### src/rtl/sha256_msg_schedule.sv
`default_nettype none
// ============================================================================
// Module      : sha256_msg_schedule
// Description : SHA-256 message schedule. It loads M_0..M_15 from the input
//               shifter and expands them to W_0..W_(ROUNDS-1), one registered
//               word per cycle. Define MSG_SCHED_ABORT_EN to add the abort input.
// Revision    : 1.0 - initial release
// ============================================================================
module sha256_msg_schedule #(
    parameter int ROUNDS = 64
) (
    input  logic        clk,
    input  logic        rst_n,
    input  logic        start,
    input  logic [31:0] M_i,
`ifdef MSG_SCHED_ABORT_EN
    input  logic        abort,
`endif
    output logic        ready,
    output logic [31:0] W_t,
    output logic [5:0]  t,
    output logic        w_valid,
    output logic        busy,
    output logic        done
);

    typedef enum logic [1:0] {
        S_IDLE   = 2'd0,
        S_LOAD   = 2'd1,
        S_EXPAND = 2'd2
    } state_t;

    localparam logic [5:0] c_last_t = 6'(ROUNDS - 1);
    localparam logic [5:0] c_load_last = 6'd14;

    state_t      r_state;
    logic [31:0] r_win [16];
    logic [31:0] w_new;
    logic        w_abort;

`ifdef MSG_SCHED_ABORT_EN
    assign w_abort = abort;
`else
    assign w_abort = 1'b0;
`endif

    function automatic logic [31:0] f_rotr(input logic [31:0] x, input int n);
        return (x >> n) | (x << (32 - n));
    endfunction

    function automatic logic [31:0] f_sigma0(input logic [31:0] x);
        return f_rotr(x, 7) ^ f_rotr(x, 18) ^ (x >> 3);
    endfunction

    function automatic logic [31:0] f_sigma1(input logic [31:0] x);
        return f_rotr(x, 17) ^ f_rotr(x, 19) ^ (x >> 10);
    endfunction

    // r_win[15] is the newest word; r_win[0] is W_(t-15).
    assign w_new = f_sigma1(r_win[14]) + r_win[9] + f_sigma0(r_win[1]) + r_win[0];

    always_ff @(posedge clk) begin
        if (!rst_n) begin
            r_state <= S_IDLE;
            W_t     <= 32'd0;
            t       <= 6'd0;
            w_valid <= 1'b0;
            ready   <= 1'b0;
            busy    <= 1'b0;
            done    <= 1'b0;
            for (int i = 0; i < 16; i++) begin
                r_win[i] <= 32'd0;
            end
        end else if (w_abort && (r_state != S_IDLE)) begin
            r_state <= S_IDLE;
            w_valid <= 1'b0;
            ready   <= 1'b0;
            busy    <= 1'b0;
            done    <= 1'b0;
        end else begin
            case (r_state)
                S_IDLE: begin
                    if (start && !w_abort) begin
                        W_t     <= M_i;
                        t       <= 6'd0;
                        w_valid <= 1'b1;
                        busy    <= 1'b1;
                        ready   <= 1'b1;
                        for (int i = 0; i < 15; i++) begin
                            r_win[i] <= r_win[i+1];
                        end
                        r_win[15] <= M_i;
                        r_state   <= S_LOAD;
                    end
                end
                S_LOAD: begin
                    W_t <= M_i;
                    t   <= t + 6'd1;
                    for (int i = 0; i < 15; i++) begin
                        r_win[i] <= r_win[i+1];
                    end
                    r_win[15] <= M_i;
                    if (t == c_load_last) begin
                        ready   <= 1'b0;
                        r_state <= S_EXPAND;
                    end
                end
                S_EXPAND: begin
                    if (t == c_last_t) begin
                        w_valid <= 1'b0;
                        busy    <= 1'b0;
                        done    <= 1'b0;
                        r_state <= S_IDLE;
                    end else begin
                        W_t  <= w_new;
                        t    <= t + 6'd1;
                        done <= ((t + 6'd1) == c_last_t);
                        for (int i = 0; i < 15; i++) begin
                            r_win[i] <= r_win[i+1];
                        end
                        r_win[15] <= w_new;
                    end
                end
                default: begin
                    r_state <= S_IDLE;
                end
            endcase
        end
    end

endmodule
`default_nettype wire

### config.mk
export PLATFORM = sky130hd
export DESIGN_NAME = sha256_msg_schedule
export DESIGN_NICKNAME = d
export VERILOG_FILES = /design/src/rtl/sha256_msg_schedule.sv
export SDC_FILE = /design/constraint.sdc
export NUM_CORES = 1
export LEC_CHECK = 0
export CAP_MARGIN = 20
export CORE_MARGIN = 5
export CORE_UTILIZATION = 41
export CTS_BUF_LIST = sky130_fd_sc_hd__clkbuf_4 sky130_fd_sc_hd__clkbuf_8 sky130_fd_sc_hd__clkbuf_16
export CTS_CLUSTER_SIZE = 28
export DETAILED_ROUTE_END_ITERATION = 8
export DONT_BUFFER_PORTS = 1
export PLACE_DENSITY_LB_ADDON = 0.15
export SLEW_MARGIN = 10
export SYNTH_ARGS = -nofsm -noshare
export SYNTH_HDL_FRONTEND = slang
export SYNTH_SLANG_ARGS = --single-unit
### constraint.sdc
create_clock -name clk -period 15.8 [get_ports clk]
set_input_delay 1.58 -clock clk [delete_from_list [all_inputs] [get_ports clk]]
set_output_delay 1.58 -clock clk [all_outputs]
set_load 0.01 [all_outputs]
==> impl_results.md <==
* Slew @ Worst Pin at roughly 1.1 ns
* Overall global routing resource usage at between 10% and 20%
* Crit-path max FO at 5
* Synth Cell Area at around 26000 um2
* Clk_lat worst skew at 0.62 ns
* Synth-to-Final Area Change at 11.3%
* Die X at roughly 260 um
* Routed WL at around 57 mm
* Slowest-stage cell, CP: fa_1
* CP Capture Type: flip-flop
* Final hold violation count at 0
* Dominant cell type by area after synthesis: edfxtp_1
* Post-route clock period utilization at between 30% and 40%
* Syn_area_per_cell at 13.1 um2
* Dominant synthesized flop cell: edfxtp_1
* H-Tree Depth at 2
* Mapped Nets at approximately 2100
* Final cell count without fillers at 2829
* GRT overflow at 0
* Fmax at 0.208 GHz
* CTS Sinks at roughly 560
* Ratio of cells with drive above 1 in the final layout at 6.94%
* I/O Buffers at 0
* Clk buf depth at 3
* Yosys warns at 0
* Total CTS buffers at 60
* Site Rows at between 90 and 100
* Starting Density at 41.5%
* Fillers at 5601
* Placer Congestion at just over 0.9
* Placed Cells at around 2700
* Crit-path cells: xnor2_1, xnor2_1, fa_1, inv_1, fa_1, inv_1, ha_1, inv_1, fa_1, nand2b_1, a211oi_2, o31a_4, a21boi_1, o21ai_0, o21ai_0, xor2_1, a211oi_1
* Final Max Tran Viols at 0
* Max incr delay on CP at between 0.4 and 0.5 ns
* CTS tree: done
* DRT iter0 DRCs at 1027
* Crit path DAT at between 5 and 6 ns
* Distinct cells, synth at between 50 and 60
* EDFF count, synth at 512
* Setup TNS at 0 ns
* Std-Cell Core Area at approximately 62000 um2
* Hold Buf Count CTS at 0
* Max_cap viols at 0
* Slew headroom at around 29%
* Sequential fraction of the synthesis area at between 60 and 70%
* Setup violations, final at 0
* Largest net degree at the start of global routing at between 150 and 200
* Crit Path Category: flip-flop to flip-flop
* Clock Skew at roughly 0.016 ns
* I/O Pins at 77
* Post-cts resize count at 0
* Die height at about 260 um
* Antenna Nets Post-Route at 0
* Vias in the first global route at 13700
* Nets at roughly 2100
* Unrepaired setup endpoints after global routing: false
* First-pass GRT wire length at between 80 and 90 mm
* Vias at about 14000
* Top-area cell type share of the netlist area at about three fifths
* Drt drc at 0
* Outcome: finished clean
* Reg clk slew, reported paths at around 0.06 ns
* Clock Root Buffer: clkbuf_16
* Worst setup SP type: flip-flop
* Post-CTS Setup Bufs at 0
* Post-layout util at 46.1%
* WL/cell at between 20 and 25 um
* DRT Pass-1 Iters at 6
* Asr flop ratio synth at 0%
* Dpl hpwl at 37.5 mm
* Worst Path Required at about 16 ns
* Largest cells by area after synthesis: edfxtp_1, and2_1, fa_1
* Die Area at about 68000 um2
* Period minus WS final at ~4.8 ns
* Hold/Removal Path Class: flip-flop to flip-flop
* Initial antenna violation count at 2
* Synth Instances at about 2000
* Vias per inst at 4.92
* Synthesized flop and latch total at approximately 560
[kinds of logic after synthesis]
logic type,Yosys count,synth area share (%)
multiplexers,19,0.743
buffers and inverters,247,3.66
flip-flops,555,63.4
AND/OR/NAND/NOR,695,15.4
XOR/XNOR,148,5.07
adder cells (fa/ha/maj),100,6.71
AO/OA/AOI/OAI,193,4.98
[worst paths after layout]
check | from | end | slack, ns | cells past startpoint
setup reg to reg | r_win[0][51] | r_win[0][501] | 11.00 | 17
setup / recovery | r_win[0][51] | r_win[0][501] | 11.00 | 17
hold reg to reg | r_win[0][329] | r_win[0][297] | 0.51 | 1
hold / removal | r_win[0][329] | r_win[0][297] | 0.51 | 1
[per-stage QoR]
stage	hold WS [ns]	cell area, um2	setup WS, ns
5_1_grt	0.522	28500	10.82
4_1_cts	0.512	28500	11.08
3_5_place_dp	0.501	26400	11.12
2_1_floorplan	0.493	25600	8.18
3_3_place_gp	0.498	26400	11.15
6_report	0.509	28500	11.00
[registers in the layout, summed over array words and instances (netlist names)]
register and count:
r_win 512, done 1, r_state 2, busy 1
ready 1, t 6, W_t 32
[worst max-delay path, delay by kind of cell (launching register included)]
kind	cells	cell delay [ns]
DFF	1	0.48
xor gates and xnor gates	3	0.75
buffers and inverters	3	0.23
and+or+nand+nor	1	0.21
adders and majority gates	4	1.55
AOI/OAI and AO/OA	6	1.39
[cell type report]
type	count	area (um2)	share of cell area [%]
tap	837	1050	3.68
sequential	555	16200	57.0
antenna	3	7.51	0.0264
inverter	150	563	1.98
timing repair buffer	16	133	0.466
clock buffer	73	1640	5.76
multi-input combinational	1155	8460	29.7
clock inverter	40	382	1.34
[Yosys cell counts (4+ instances only)]
cell	n
a21oi_1	74
o21ai_0	32
nor4_1	5
a211oi_1	21
clkbuf_1	87
a221oi_1	7
xnor2_1	122
nand3_1	6
inv_1	150
nor2_1	61
nor3_1	41
nor3b_1	5
buf_1	4
nand4_1	13
o221ai_1	4
a21o_1	17
fa_1	62
dfxtp_1	43
nor2b_1	8
edfxtp_1	512
xor2_1	26
ha_1	38
and3_1	4
mux2i_1	19
buf_2	5
nand2_1	85
and2_1	453
o211ai_1	5
or3_1	6
o21a_1	6
[metal layers]
layer	routed length, um	GRT usage (%)	up-vias
li1	-	-	6631
met1	26800	25.1	6869
met2	25900	26.0	325
met3	2950	3.27	85
met4	1030	3.63	0
met5	0	0	-
[placed cells by master, fill, tap and decap left out, types with 7 or more instances in the layout]
cell / Yosys / layout
a21o_1: 17 / 17
ha_1: 38 / 37
buf_4: 1 / 15
a221oi_1: 7 / 7
nand2_1: 85 / 81
xnor2_1: 122 / 122
nand4_1: 13 / 13
o21ai_0: 32 / 32
clkbuf_16: 0 / 62
fa_1: 62 / 62
clkbuf_4: 0 / 10
clkinv_2: 0 / 11
nor2b_1: 8 / 7
inv_1: 150 / 149
dfxtp_1: 43 / 43
bufinv_16: 0 / 7
clkinv_1: 0 / 15
a21oi_1: 74 / 74
and2_1: 453 / 453
edfxtp_1: 512 / 512
nor3_1: 41 / 41
nor2_1: 61 / 61
xor2_1: 26 / 26
a211oi_1: 21 / 20
mux2i_1: 19 / 19
Power is left out: the tool's default activity adds up to more than one toggle a clock period on the data nets, which glitch-free logic cannot reach.
